[src/rtl/bpc_sng_et.sv]
// Counter-based stochastic number generator: N channels share one TW-bit sample
// counter split into W-bit groups, with a programmable power-of-two run length.
module bpc_sng_et #(
  parameter int W        = 4,
  parameter int S_GROUPS = 2,
  parameter int N        = 2,
  parameter int GSW      = 1,
  parameter int LW       = 4,
  localparam int TW      = S_GROUPS * W
) (
  input  logic                  clk,
  input  logic                  rst_n,
  input  logic                  start,
  input  logic                  abort,
  input  logic                  en,
  input  logic [LW-1:0]         len,
  input  logic [N-1:0][W-1:0]   Bxs,
  input  logic [N-1:0][GSW-1:0] sel,
  input  logic [N-1:0]          rev,
  output logic                  busy,
  output logic [N-1:0]          xs,
  output logic                  xs_valid,
  output logic                  done,
  output logic [N-1:0][TW:0]    ones
);

  // state | meaning
  // IDLE  | waiting for start
  // RUN   | emitting one sample per enabled cycle
  // DONE  | last sample emitted, done pulse issued on the next edge
  typedef enum logic [1:0] {IDLE = 2'd0, RUN = 2'd1, DONE = 2'd2} state_t;

  state_t                state, state_nxt;
  logic [TW-1:0]         cnt, last_k, last_k_nxt;
  logic [N-1:0][W-1:0]   bx_q;
  logic [N-1:0][GSW-1:0] sel_q;
  logic [N-1:0]          rev_q, smp;
  logic [LW-1:0]         len_eff;
  logic                  accept, fire, term;

  assign accept     = (state == IDLE) && start && !abort;
  assign fire       = (state == RUN) && en && !abort;
  assign term       = fire && (cnt == last_k);
  // len beyond TW saturates to a full counter sweep; shifting by TW yields all ones
  assign len_eff    = (len > LW'(TW)) ? LW'(TW) : len;
  assign last_k_nxt = ~({TW{1'b1}} << len_eff);

  always_ff @(posedge clk or negedge rst_n) begin
    if (!rst_n) state <= IDLE;
    else        state <= state_nxt;
  end

  always_comb begin
    state_nxt = state;
    unique case (state)
      IDLE:    if (accept) state_nxt = RUN;
      RUN:     if (abort) state_nxt = IDLE;
               else if (term) state_nxt = DONE;
      DONE:    state_nxt = IDLE;
      default: state_nxt = IDLE;
    endcase
  end

  always_comb begin
    logic [W-1:0] g;
    logic [W-1:0] gr;
    int           gs;
    busy = (state == RUN);
    smp  = '0;
    g    = '0;
    gr   = '0;
    gs   = 0;
    for (int j = 0; j < N; j++) begin
      gs = (int'(sel_q[j]) < S_GROUPS) ? int'(sel_q[j]) : 0;
      g  = cnt[gs*W +: W];
      for (int i = 0; i < W; i++) gr[i] = g[W-1-i];
      smp[j] = (rev_q[j] ? gr : g) < bx_q[j];
    end
  end

  always_ff @(posedge clk or negedge rst_n) begin
    if (!rst_n) begin
      cnt      <= '0;
      last_k   <= '0;
      bx_q     <= '0;
      sel_q    <= '0;
      rev_q    <= '0;
      xs       <= '0;
      xs_valid <= 1'b0;
      done     <= 1'b0;
      ones     <= '0;
    end else begin
      xs_valid <= 1'b0;
      done     <= (state == DONE) && !abort;
      unique case (state)
        IDLE: if (accept) begin
          bx_q   <= Bxs;
          sel_q  <= sel;
          rev_q  <= rev;
          last_k <= last_k_nxt;
          cnt    <= '0;
          ones   <= '0;
        end
        RUN: if (abort) begin
          cnt <= '0;
        end else if (fire) begin
          xs       <= smp;
          xs_valid <= 1'b1;
          cnt      <= cnt + TW'(1);
          for (int j = 0; j < N; j++) ones[j] <= ones[j] + (TW+1)'(smp[j]);
        end
        DONE: cnt <= '0;
        default: cnt <= '0;
      endcase
    end
  end

endmodule

[config.mk]
export PLATFORM = sky130hd
export DESIGN_NAME = bpc_sng_et
export DESIGN_NICKNAME = d
export VERILOG_FILES = /design/src/rtl/bpc_sng_et.sv
export SDC_FILE = /design/constraint.sdc
export NUM_CORES = 1
export LEC_CHECK = 0
export BUFFER_PORTS_ARGS = -buffer_cell sky130_fd_sc_hd__buf_2
export CORE_AREA = 2 2 84 86
export CTS_BUF_LIST = sky130_fd_sc_hd__clkbuf_4 sky130_fd_sc_hd__clkbuf_8 sky130_fd_sc_hd__clkbuf_16
export DETAILED_ROUTE_END_ITERATION = 16
export DIE_AREA = 0 0 86 88
export PLACE_DENSITY = 0.63
export SLEW_MARGIN = 10
export SYNTH_ARGS = -nofsm -noshare
export SYNTH_HDL_FRONTEND = slang
export SYNTH_SLANG_ARGS = --single-unit
export TNS_END_PERCENT = 30
[constraint.sdc]
create_clock -name clk -period 6.1 [get_ports clk]
set_input_delay 0 -clock clk [delete_from_list [all_inputs] [get_ports clk]]
set_output_delay 0 -clock clk [all_outputs]
set_load 0.02 [all_outputs]
# After elaboration in Yosys (flattened, before gate mapping)

Index checks and enable logic that the tools add are counted.
W data, S select, Z words.

Flip-flop bits (word level): 52
Input port bits: 21
Logic and storage cells: 64

Add/subtract/negate cells: 3
Magnitude comparators: 3
Equality and inequality tests: 8
Shift-type cells: 3
Multiplexer cells: 18
Bitwise gates (word level): 2
Reductions and logical operators: 14

Operator list:

| kind                  | count |
|---|---|
| $mux W18              | 3 |
| $pmux W18 S2          | 1 |
| $mux W8               | 3 |
| $add A9 B1 Y9         | 2 |
| $pmux W8 S2           | 1 |
| $shiftx A8 B4 Y4      | 2 |
| $mux W4               | 3 |
| $add A8 B1 Y8 const B | 1 |
| $eq A8 B8 Y1          | 1 |
| $lt A4 B4 Y1          | 2 |
| $not A8 Y8            | 1 |
| $shl A8 B4 Y8 const A | 1 |
| $logic_and A1 B1 Y1   | 6 |
| $mux W2               | 3 |
| $ne A3 B2 Y1 const B  | 2 |
| $reduce_and A2 Y1     | 3 |
| $gt A4 B4 Y1 const B  | 1 |
| $ne A2 B2 Y1 const B  | 2 |
| $pmux W2 S2           | 1 |
| $reduce_and A4 Y1     | 1 |
| $mux W1               | 3 |
| $reduce_and A3 Y1     | 1 |
| $eq A2 B1 Y1 const B  | 1 |
| $eq A2 B2 Y1 const B  | 1 |
| other kinds (5)       | 5 |

# Longest topological paths before layout

Gate-level depths: netlist of the first run.

Word-level depth: 7
Depth in mapped cells: 11
Depth with buffers taken out: 10

# Worst setup path before layout of the first run

No wires, ideal clock.

Kind: reg2reg
From: register cnt[0]
To: register ones[8] (netlist bit)
Data arrival time: 2.574 ns
Slack: 3.449 ns
Cell stages (with the launch flop): 12
Path buffers: 2
Path through: dfrtp_1 clkbuf_1 mux4_2 ha_1 a21oi_1 o21a_1 ha_1 and4_1 clkbuf_1 and3_1 nand4_1 o21ai_1

Longest elaborated chain between the ends: 7

Ends and longest elaborated chain:

| what                     | line | text |
|---|---|---|
| start: declaration       | 34   | `logic [TW-1:0] cnt, last_k, last_k_nxt;` |
| start signal: assignment | 109  | `cnt <= cnt + TW'(1);` |
| $shiftx A8 B4 Y4         | 75   | `g = cnt[gs*W +: W];` |
| $mux W4                  | 77   | `smp[j] = (rev_q[j] ? gr : g) < bx_q[j];` |
| $lt A4 B4 Y1             | 77   |  |
| named net smp[0]         | 37   | `logic [N-1:0] rev_q, smp;` |
| $add A9 B1 Y9            | 110  | `for (int j = 0; j < N; j++) ones[j] <= ones[j] + (TW+1)'(smp[j]);` |
| $mux W18                 | 106  | `end else if (fire) begin` |
| $mux W18                 | 104  | `RUN: if (abort) begin` |
| $pmux W18 S2             | 95   | `unique case (state)` |
| end signal: assignment   | 91   | `ones <= '0;` |
| end signal: assignment   | 102  | `ones <= '0;` |
| end: declaration         | 24   | `output logic [N-1:0][TW:0] ones` |

The timed path passes the listed nets, and every way through them passes these cells. The select of a mux whose other input is x is not followed.
A chain may end at the register's enable or synchronous reset.

# Worst setup path after layout of the first run

From: register state[1]
To: register last_k[4]

Longest elaborated chain between the ends: 4

Ends and longest elaborated chain:

| what                              | line   | text |
|---|---|---|
| start: declaration                | 33     | `state_t state, state_nxt;` |
| start signal: assignment          | 50     | `else state <= state_nxt;` |
| $logic_not A2 Y1 *                | 41, 95 |  |
| $logic_and A1 B1 Y1 (2 in series) | 41     | `assign accept = (state == IDLE) && start && !abort;` |
| $reduce_and A2 Y1 (no line) *     | --     |  |
| end signal: assignment            | 100    | `last_k <= last_k_nxt;` |
| end: declaration                  | 34     |  |

Mark *: on every way between the ends. The rest lies on a longest branch, timed or not.

==> flow_metrics.py, run 1 <==
metrics = {
    "power_and_ir_drop": {
        "switching_power_mw": 0.241,
        "power_mw": 0.784,
        "leakagePower_nw": 1.57,
        "seq_power_share": 0.535,
        "p_int_mw": 0.544,
        "clkPwrFrac": 0.243,
        "vdd_ir_drop_max_mv": 0.123,
        "p_per_area_nw_per_um2": 228,
        "switching_share": 0.307,
        "power_frac_comb": 0.222,
    },
    "drt": {
        "routed_wl_um": 6230,
        "drt_pass1_iterations": 4,
        "drt-initial-drc-count": 141,
        "antenna_left": 0,
        "wl_per_cell_um": 14.5,
        "vias": 2340,
        "viasPerCell": 5.45,
        "drc": 0,
    },
    "synthesis": {
        "synth_top_area_share": 0.447,
        "yosysWarnings": 0,
        "synthCells": 296,
        "syn-num-nets": 328,
        "syn_area_per_cell_um2": 9.83,
        "yosysSeqAreaShare": 0.447,
        "synthSimpleGateAreaFrac": 0.165,
        "netlist_area_um2": 2910,
        "synth_top_family_by_area": "compound AO/OA/AOI/OAI gates",
        "synth_top_cell_by_area": "dfrtp_1",
        "muxShareOfSynthArea": 0.103,
        "synth_xor_area_frac": 0.0241,
        "synth_async_sr_flop_share": 1.00,
        "ys_types": 45,
        "synthAdderAreaFrac": 0.0473,
        "synth_flop_cell": "dfrtp_1",
        "synth-compound-area-share": 0.167,
        "synth_top_cells_by_area": "dfrtp_1, mux4_2, o21ai_0",
        "ys_ff_latch": 52,
        "synth_edf_count": 0,
    },
    "cells_and_area": {
        "layout_common_cells": "dfrtp_1, buf_2, nand2_1",
        "final_nets": 381,
        "stdcell_count": 429,
        "insertedDiodeCount": 0,
        "nFillCells": 599,
        "final_common_cell": "dfrtp_1",
        "area_growth_pct": 18.2,
        "multiInputGateArea_um2": 1490,
        "drive_above_1_share": 0.201,
        "ff_latch_area_um2": 1300,
    },
    "worst_setup_path": {
        "path_max_fanout": 33,
        "path_delay_family": "buffers and inverters",
        "regToRegStartpoint": "state[1]",
        "crit_chain": "nand2b_1 > inv_2 > nor4_4 > buf_4 > nor2_1 > a31oi_1 > dlygate4sd3_1",
        "rrSetupSlack_ns": 3.32,
        "critPathLaunchType": "register",
        "setup.worst_path.end_class": "register",
        "path_class": "register to register",
        "crit_buf_inv": 3,
        "crit_arrival_ns": 3.02,
        "startpoint": "state[1]",
        "slowest_stage": "dfrtp_1",
        "worst_ep_required_time_ns": 6.34,
        "max_stage_delay_ns": 0.62,
    },
    "floorplan": {
        "die_area_um2": 7570,
        "die_y_um": 88,
        "core_um2": 6640,
        "initial_core_util": 0.438,
        "num_io_pins": 44,
        "fp-row-count": 30,
        "die_w_um": 86,
    },
    "clock_tree": {
        "max-clock-path-buffers": 2,
        "h-tree-depth": 2,
        "cts_tree": "yes",
        "cts_buffers": 5,
        "cts_root_buf": "clkbuf_8",
        "clock_sinks": 52,
        "clkSlewWorstSetupHoldPaths_ns": 0.09,
        "clk_latency_ns": 0.30,
    },
    "global_route": {
        "grt_pass1_vias": 2185,
        "antenna_found_initial": 0,
        "grt_pass1_wl_um": 10700,
        "grt_max_degree": 53,
        "grt.overflow.total": 0,
        "track_usage": 0.178,
    },
    "timing": {
        "setup_violations": 0,
        "finClkSkew_ns": 0.0105,
        "period_needed_ns": 2.78,
        "slew_viol_final": 0,
        "worstMarginPinSlew_ns": 0.683,
        "hold_viol": 0,
        "post-route-period-util": 0.456,
        "rsz0062_at_grt": "no",
        "timing.fmax_mhz": 360,
        "max_slew_margin": 0.545,
        "tns_ns": 0,
    },
    "job": {
        "drv_cap": 0,
    },
    "hold_path": {
        "min_from": "abort",
        "hold_class": "input port to register",
    },
    "place": {
        "dpl.cell_count": 404,
        "port_buffers": 43,
        "gp_congestion": 0.790,
        "dp_hpwl_um": 4350,
    },
    "status": {
        "status": "complete, no violations",
    },
}
==> repair_timing <==
| action | CTS | global route |
|---|---|---|
| hold buffers | 18 | 0 |
| setup endpoints to repair | 0 | 0 |
| endpoints found under the hold margin | 69 | 0 |
| buffers inserted | 0 | 0 |
| resized for setup | 0 | 0 |
==> state kept, by name, indices dropped and copies added, names as in the netlist <==
register  count
xs            2
bx_q          8
state         2
sel_q         2
done          1
last_k        8
ones         18
rev_q         2
cnt           8
xs_valid      1
==> Yosys cell counts, types with 2 or more instances <==
library cell	instances
mux2_2	3
a31oi_1	7
o2111ai_1	4
o21ai_0	29
a21oi_1	15
ha_1	11
and4_1	2
nand2b_1	8
xor2_1	2
o21a_1	2
clkbuf_1	6
nor2_1	18
a311o_1	2
xnor2_1	6
mux2_1	4
o21ai_1	14
nand2_1	33
buf_4	2
and3_1	7
dfrtp_1	52
nand4_1	4
mux2i_1	4
nand3_1	7
mux4_2	8
and2_1	4
buf_2	8
a41oi_1	2
nor2b_1	3
inv_1	12
nor3_1	2
==> logic make-up after synthesis <==
family,count (synthesis)
and+or+nand+nor,94
DFF,52
muxes,19
adders and majority gates,11
xor gates and xnor gates,8
AOI/OAI and AO/OA,81
buffers and inverters,31
==> path summary, 6_finish.rpt <==
kind                             endpoint  depth (start not counted)
worst min register to register    ones[8]                          1
worst max register to register  last_k[4]                          7
max in group asynchronous         ones[4]                          3
worst max-delay path            last_k[4]                          7
min in group asynchronous        ones[14]                          3
worst min-delay path                 done                          2
==> worst reg2reg max path: cells and delay by family, from the launching register on <==
kind	cells	cell delay [ns]
AOI/OAI and AO/OA	1	0.15
buffers and inverters	3	1.07
DFF	1	0.62
and+or+nand+nor	3	0.88
==> cell type report <==
cell class	instances	area share
Multi-Input combinational cell	213	0.433
Sequential cell	52	0.379
Timing Repair Buffer	64	0.122
Tap cell	80	0.0291
Clock buffer	5	0.0200
Inverter	13	0.0142
Clock inverter	2	0.00364
==> stage by stage <==
| stage | utilization | hold WS (ns) | setup slack, ns | instance area (um2) |
|---|---|---|---|---|
| final | 0.517 | 0.0314 | 3.32 | 3440 |
| after global routing | 0.517 | 0.0342 | 3.08 | 3440 |
| after CTS | 0.517 | 0.0175 | 3.33 | 3440 |
| after detailed placement | 0.478 | 0.168 | 3.35 | 3180 |
| after global placement | 0.478 | 0.168 | 3.41 | 3180 |
| after floorplan | - | -0.296 | 3.45 | 2910 |
==> layer usage <==
layer / up-vias / GRT usage / part of all wire
met2: 50 / 0.290 / 0.48
met5: - / 0 / 0
met3: 9 / 0.0320 / 0.038
met1: 1111 / 0.243 / 0.46
li1: 1170 / - / -
met4: 0 / 0.0548 / 0.017
==> power groups by stage <==
stage / clock [mW] / combinational, mW / sequential (mW)
2_1_floorplan: 0 / 0.109 / 0.427
3_3_place_gp: 0 / 0.163 / 0.426
3_5_place_dp: 0 / 0.165 / 0.427
4_1_cts: 0.200 / 0.176 / 0.420
5_1_grt: 0.212 / 0.198 / 0.426
6_report: 0.190 / 0.174 / 0.420
Power figures use the tool's default switching activity.
==> run 2, diff against run 1 <==
--- a/config.mk
+++ b/config.mk
@@ -5,12 +5,13 @@
 export SDC_FILE = /design/constraint.sdc
 export NUM_CORES = 1
 export LEC_CHECK = 0
+export ABC_AREA = 1
 export BUFFER_PORTS_ARGS = -buffer_cell sky130_fd_sc_hd__buf_2
 export CORE_AREA = 2 2 84 86
 export CTS_BUF_LIST = sky130_fd_sc_hd__clkbuf_4 sky130_fd_sc_hd__clkbuf_8 sky130_fd_sc_hd__clkbuf_16
 export DETAILED_ROUTE_END_ITERATION = 16
 export DIE_AREA = 0 0 86 88
-export PLACE_DENSITY = 0.63
+export PLACE_DENSITY = 0.66
 export SLEW_MARGIN = 10
 export SYNTH_ARGS = -nofsm -noshare
 export SYNTH_HDL_FRONTEND = slang
==> constraint.sdc (replaced) <==
create_clock -name clk -period 2.24 [get_ports clk]
set_input_delay 0 -clock clk [delete_from_list [all_inputs] [get_ports clk]]
set_output_delay 0 -clock clk [all_outputs]
set_load 0.02 [all_outputs]
==> run 2 against run 1 <==
  * The flow now finishes with violations (negative setup slack)
  * Core utilization increased by 5.8 points
  * Fmax increased by 15%
  * Worst setup slack got worse by 3.5 ns
  * Flip-flop and latch count unchanged
  * Register-to-register slack got worse by 3.5 ns
  * Highest routed layer unchanged
  * Synthesized cell count increased by 27%
  * First-iteration DRC count decreased by 3.5%
  * Combinational power increased to 5.9 times the previous value
  * Wire length increased by 8.7%
==> flow_metrics.py, run 2 <==
metrics = {
    "worst_setup_path": {
        "path_delay_family": "adder cells",
        "crit_buf_inv": 3,
        "critPathLaunchType": "register",
        "setup.worst_path.end_class": "register",
        "path_class": "register to register",
        "slowest_stage": "dfrtp_2",
        "path_max_fanout": 7,
        "worst_ep_required_time_ns": 2.49,
        "crit_chain": "inv_2 > nand2_1 > nand3_1 > nand2_1 > ha_4 > a21oi_2 > a21boi_2 > ha_2 > ha_4 > nand2_4 > nor2_4 > buf_4 > buf_4 > nand3b_2 > a21oi_2",
        "max_stage_delay_ns": 0.46,
        "crit_arrival_ns": 2.67,
    },
    "status": {
        "violations": "negative setup slack",
        "status": "finished, violations left",
    },
    "floorplan": {
        "die_y_um": 88,
        "num_io_pins": 44,
        "initial_core_util": 0.441,
        "die_area_um2": 7570,
        "core_um2": 6640,
        "die_w_um": 86,
        "fp-row-count": 30,
    },
    "drt": {
        "drt_pass1_iterations": 4,
        "wl_per_cell_um": 12.4,
        "vias": 2756,
        "drc": 0,
        "antenna_left": 0,
        "drt-initial-drc-count": 136,
        "viasPerCell": 5.05,
        "routed_wl_um": 6770,
    },
    "global_route": {
        "grt_pass1_vias": 2481,
        "antenna_found_initial": 0,
        "grt_max_degree": 53,
        "grt.overflow.total": 0,
        "grt_pass1_wl_um": 11300,
        "track_usage": 0.188,
    },
    "job": {
        "drv_cap": 0,
    },
    "place": {
        "gp_congestion": 0.826,
        "dp_hpwl_um": 4780,
        "port_buffers": 43,
        "dpl_worst_slack_ns": -0.309,
    },
    "clock_tree": {
        "clkSlewWorstSetupHoldPaths_ns": 0.10,
        "clock_sinks": 52,
        "clk_latency_ns": 0.31,
        "cts_tree": "yes",
        "cts_buffers": 5,
        "max-clock-path-buffers": 2,
        "h-tree-depth": 2,
        "cts_root_buf": "clkbuf_8",
    },
    "synthesis": {
        "yosysSeqAreaShare": 0.444,
        "yosys.cell_count.top_type": "nand2_1",
        "syn_area_per_cell_um2": 7.81,
        "ys_types": 33,
        "synth_async_sr_flop_share": 1.00,
        "synth_top_area_share": 0.444,
        "synth_top_cell_by_area": "dfrtp_1",
        "ys_ff_latch": 52,
        "synth_common_cells": "nand2_1, dfrtp_1, inv_1, o21ai_0, nand3_1",
        "netlist_area_um2": 2930,
        "yosysWarnings": 0,
        "syn-num-nets": 407,
        "synth_flop_cell": "dfrtp_1",
        "synth_top_cells_by_area": "dfrtp_1, nand2_1, o21ai_0",
        "synthCells": 375,
        "synth_edf_count": 0,
    },
    "cells_and_area": {
        "layout_common_cells": "nand2_1, dfrtp_1, buf_2",
        "fin_util": 0.576,
        "area_growth_pct": 30.5,
        "largest_reg_flops": 18,
        "final_nets": 497,
        "insertedDiodeCount": 0,
        "regMostFlops": "ones",
        "final_common_cell": "nand2_1",
        "drive_above_1_share": 0.290,
        "nFillCells": 628,
    },
    "timing": {
        "post-route-period-util": 1.08,
        "slew_viol_final": 0,
        "hold_viol": 0,
        "layout_setup_ws_ns": -0.178,
        "rsz0062_at_grt": "yes",
        "setup_violations": 7,
        "timing.fmax_mhz": 414,
        "tns_ns": -0.812,
        "finClkSkew_ns": 0.00431,
        "worstMarginPinSlew_ns": 0.669,
        "period_needed_ns": 2.42,
        "max_slew_margin": 0.554,
    },
    "power_and_ir_drop": {
        "power_mw": 2.77,
        "leakagePower_nw": 1.92,
        "p_per_area_nw_per_um2": 724,
        "vdd_ir_drop_max_mv": 0.412,
    },
    "hold_path": {
        "hold_class": "input port to register",
    },
}
==> run 2: cell types whose count changed after synthesis, moves of 6 or more <==
cell	previous run	this run
a31oi_1	7	1
nand2_1	33	107
and3_1	7	0
a21oi_1	15	8
mux4_2	8	0
clkbuf_1	6	0
nand3_1	7	26
inv_1	12	44
nand2b_1	8	0
==> run 2: cell families (layout without fill, tap and decap cells) <==
group,after synthesis,after routing,synth area share
compound gates,65,65,0.127
xor+xnor,10,10,0.0299
fa+ha+maj,11,11,0.0470
buf+inv,55,146,0.0798
flops,52,52,0.444
simple gates,182,182,0.272
==> run 2: metrics by stage <==
stage / area (um2) / cells / hold slack, ns
global route: 3820 / 546 / 0.0115
finish: 3820 / 546 / 0.00554
detailed placement: 3430 / 518 / 0.170
floorplan: 2960 / 375 / -0.296
global placement: 3430 / 518 / 0.165
CTS: 3750 / 543 / 0.00188
==> run 2: report_power, final <==
group	total [mW]	internal (mW)	switching (mW)
registers	1.18	1.07	0.111
logic	1.03	0.459	0.570
clock network	0.564	0.235	0.329
total	2.77	1.76	1.01
==> run 2: cell type report <==
type	instances	area [um2]	share of cell area
clock buffers	6	76.3	0.0200
clock inverters	2	16.3	0.00425
inverters	47	176	0.0461
multi-input cells	268	1530	0.401
flip-flops and latches	52	1300	0.341
well taps	80	100	0.0262
repair buffers	91	619	0.162
==> run 2: metal layers <==
layer | vias to the layer above | GRT usage | share of wire
met1 | 1295 | 0.252 | 0.47
met4 | 0 | 0.0534 | 0.012
met5 | - | 0 | 0
li1 | 1392 | - | -
met3 | 8 | 0.0349 | 0.040
met2 | 61 | 0.313 | 0.47
==> run 2: path summary, 6_finish.rpt <==
| check | startpoint | slack, ns | cells past startpoint | to |
|---|---|---|---|---|
| max | sel_q[1] | -0.18 | 15 | ones[13] |
| min | len[2] | 0.006 | 3 | last_k[6] |
| max reg2reg | sel_q[1] | -0.18 | 15 | ones[13] |
| min reg2reg | bx_q[0] | 0.49 | 2 | bx_q[0] |
| max in group asynchronous | rst_n | 1.43 | 3 | sel_q[1] |
| min in group asynchronous | rst_n | 0.31 | 3 | ones[8] |
==> run 2: tightest hold or removal path: cells and delay by family <==
family                 cells  cell delay (ns)
buffers and inverters      1             0.09
AO/OA/AOI/OAI              2             0.19
==> run 2: repair_timing <==
action	in CTS	in global routing
hold buffers	16	0
setup endpoints to repair	12	15
endpoints found under the hold margin	70	0
setup buffers	1	3
resized for setup	23	21
pin swaps	9	14
cloned	0	0
==> run 3, diff against run 2 <==
--- a/config.mk
+++ b/config.mk
@@ -6,12 +6,12 @@
 export NUM_CORES = 1
 export LEC_CHECK = 0
 export ABC_AREA = 1
-export BUFFER_PORTS_ARGS = -buffer_cell sky130_fd_sc_hd__buf_2
 export CORE_AREA = 2 2 84 86
 export CTS_BUF_LIST = sky130_fd_sc_hd__clkbuf_4 sky130_fd_sc_hd__clkbuf_8 sky130_fd_sc_hd__clkbuf_16
 export DETAILED_ROUTE_END_ITERATION = 16
 export DIE_AREA = 0 0 86 88
-export PLACE_DENSITY = 0.66
+export DONT_BUFFER_PORTS = 1
+export PLACE_DENSITY = 0.58
 export SLEW_MARGIN = 10
 export SYNTH_ARGS = -nofsm -noshare
 export SYNTH_HDL_FRONTEND = slang
==> constraint.sdc (replaced) <==
create_clock -name clk -period 3 [get_ports clk]
set_input_delay 0 -clock clk [delete_from_list [all_inputs] [get_ports clk]]
set_output_delay 0 -clock clk [all_outputs]
set_load 0.02 [all_outputs]
==> run 3 against run 2 <==
  * The run now ends clean
  * First-iteration DRC count down 19%
  * Via count shrank 11%
  * Final area fell by 13%
  * Hold slack better by 0.0035 ns
  * Sequential share of layout area is 5.0 points higher
  * Clock skew is 0.0029 ns higher
  * Total power is 29% lower
  * Global-route usage decreased by 0.59 points
  * Clock power decreased by 0.7%
  * Cell count fell by 13%
  * Combinational power shrank 53%
  * Register-to-register slack improved by 0.49 ns
  * Critical path type unchanged
  * Largest power group unchanged
==> flow_metrics.py, run 3 (synthesis gave the netlist of run 2 again) <==
metrics = {
    "floorplan": {
        "initial_core_util": 0.441,
        "die_area_um2": 7570,
        "core_um2": 6640,
        "fp-row-count": 30,
        "die_w_um": 86,
        "num_io_pins": 44,
        "die_y_um": 88,
    },
    "worst_setup_path": {
        "reg2regPathDepth": 14,
        "setup.worst_path.end_class": "register",
        "path_max_fanout": 6,
        "slowest_stage": "dfrtp_1",
        "worst_ep_required_time_ns": 3.17,
        "crit_buf_inv": 2,
        "regToRegStartpoint": "cnt[3]",
        "max_stage_delay_ns": 0.43,
        "critPathLaunchType": "register",
        "r2r_end": "ones[13]",
        "path_class": "register to register",
        "crit_chain": "inv_1 > nand2_1 > nand3_1 > nand2_1 > ha_1 > a21oi_1 > a21boi_1 > ha_1 > ha_1 > nand2_1 > nor2_4 > inv_1 > o21ai_0 > a21oi_2",
        "crit_arrival_ns": 2.86,
        "rrSetupSlack_ns": 0.31,
        "path_delay_family": "compound AO/OA/AOI/OAI gates",
    },
    "cells_and_area": {
        "largest_reg_flops": 18,
        "final_common_cell": "nand2_1",
        "stdcell_count": 475,
        "drive_above_1_share": 0.0759,
        "nFillCells": 643,
        "regMostFlops": "ones",
        "fin_util": 0.502,
        "area_growth_pct": 13.8,
        "final_nets": 427,
        "layout_common_cells": "nand2_1, dfrtp_1, inv_1",
        "insertedDiodeCount": 0,
        "postLayoutCellArea_um2": 3340,
    },
    "timing": {
        "setup_violations": 0,
        "rsz0062_at_grt": "no",
        "tns_ns": 0,
        "slew_viol_final": 0,
        "hold_viol": 0,
        "whs_ns": 0.00900,
        "period_needed_ns": 2.69,
        "layout_setup_ws_ns": 0.314,
        "timing.fmax_mhz": 372,
        "finClkSkew_ns": 0.00717,
        "post-route-period-util": 0.895,
        "worstMarginPinSlew_ns": 0.592,
        "max_slew_margin": 0.605,
    },
    "power_and_ir_drop": {
        "power_mw": 1.97,
        "p_per_area_nw_per_um2": 590,
        "leakagePower_nw": 1.55,
        "vdd_ir_drop_max_mv": 0.239,
    },
    "global_route": {
        "grt_pass1_wl_um": 11000,
        "antenna_found_initial": 0,
        "track_usage": 0.182,
        "grt_pass1_vias": 2472,
        "grt.overflow.total": 0,
        "grt_max_degree": 53,
    },
    "place": {
        "dpl-instance-area_um2": 2980,
        "gp_congestion": 0.880,
        "port_buffers": 0,
        "dpl_worst_slack_ns": 0.141,
        "dp_hpwl_um": 4550,
        "dpl.cell_count": 448,
    },
    "drt": {
        "drt_pass1_iterations": 4,
        "routed_wl_um": 6290,
        "viasPerCell": 5.15,
        "drc": 0,
        "wl_per_cell_um": 13.2,
        "antenna_left": 0,
        "drt-initial-drc-count": 110,
        "vias": 2447,
    },
    "clock_tree": {
        "cts_buffers": 5,
        "h-tree-depth": 2,
        "cts_root_buf": "clkbuf_8",
        "clock_sinks": 52,
        "clk_latency_ns": 0.31,
        "cts_tree": "yes",
        "clkSlewWorstSetupHoldPaths_ns": 0.09,
        "max-clock-path-buffers": 2,
    },
    "hold_path": {
        "hold_class": "input port to register",
        "hold_depth": 4,
        "hold_path_end": "last_k[1]",
        "min_from": "len[3]",
    },
    "job": {
        "drv_cap": 0,
    },
    "status": {
        "status": "complete, no violations",
    },
}
==> run 3: cell count changes in the layout (fill, tap and decap cells not counted), sizes merged <==
| cell | change |
|---|---|
| buf | -73 |
| bufinv | +2 |
| clkbuf | -1 |
| clkinv | -1 |
| clkinvlp | -1 |
| dlygate4sd3 | +3 |
==> run 3: worst max path at each step <==
stage                 from  endpoint  slack [ns]  cells after the start
global placement    cnt[6]  ones[13]        0.13                     17
finish              cnt[3]  ones[13]        0.31                     14
CTS                 cnt[6]  ones[17]        0.08                     17
detailed placement  cnt[3]  ones[17]        0.14                     14
floorplan           cnt[3]  ones[17]        0.58                     14
global route        cnt[6]  ones[15]       0.007                     18
==> run 3: worst register-to-register path: stages, from the launching register on <==
cell and delay [ns]:
dfrtp_1 0.43, inv_1 0.16, nand2_1 0.11, nand3_1 0.08, nand2_1 0.06, ha_1 0.28
a21oi_1 0.17, a21boi_1 0.22, ha_1 0.21, ha_1 0.17, nand2_1 0.11, nor2_4 0.16
inv_1 0.07, o21ai_0 0.22, a21oi_2 0.08
==> run 3: timing repair <==
action,in CTS,in global routing
setup buffers,0,0
setup endpoints to repair,0,3
hold endpoints to repair,77,0
hold buffers,20,0
gates resized for setup,0,4
==> run 3: final cells by class <==
cell class / count / area, um2 / area share
Timing Repair Buffer: 21 / 225 / 0.0675
Clock buffer: 5 / 68.8 / 0.0206
Clock inverter: 2 / 60.1 / 0.0180
Inverter: 47 / 176 / 0.0529
Sequential cell: 52 / 1300 / 0.390
Multi-Input combinational cell: 268 / 1400 / 0.420
Tap cell: 80 / 100 / 0.0300
==> run 3: per-layer routing <==
layer | share of wire | global-route usage | routed length [um]
met5 | 0 | 0 | 0
met1 | 0.46 | 0.212 | 2900
met2 | 0.48 | 0.333 | 3030
met4 | 0.015 | 0.0693 | 97
met3 | 0.042 | 0.0339 | 264
==> run 3: report_power, final <==
part	total [mW]	switching, mW	internal [mW]
logic	0.487	0.297	0.190
registers	0.920	0.126	0.794
clock network	0.560	0.232	0.328
total	1.97	0.654	1.31
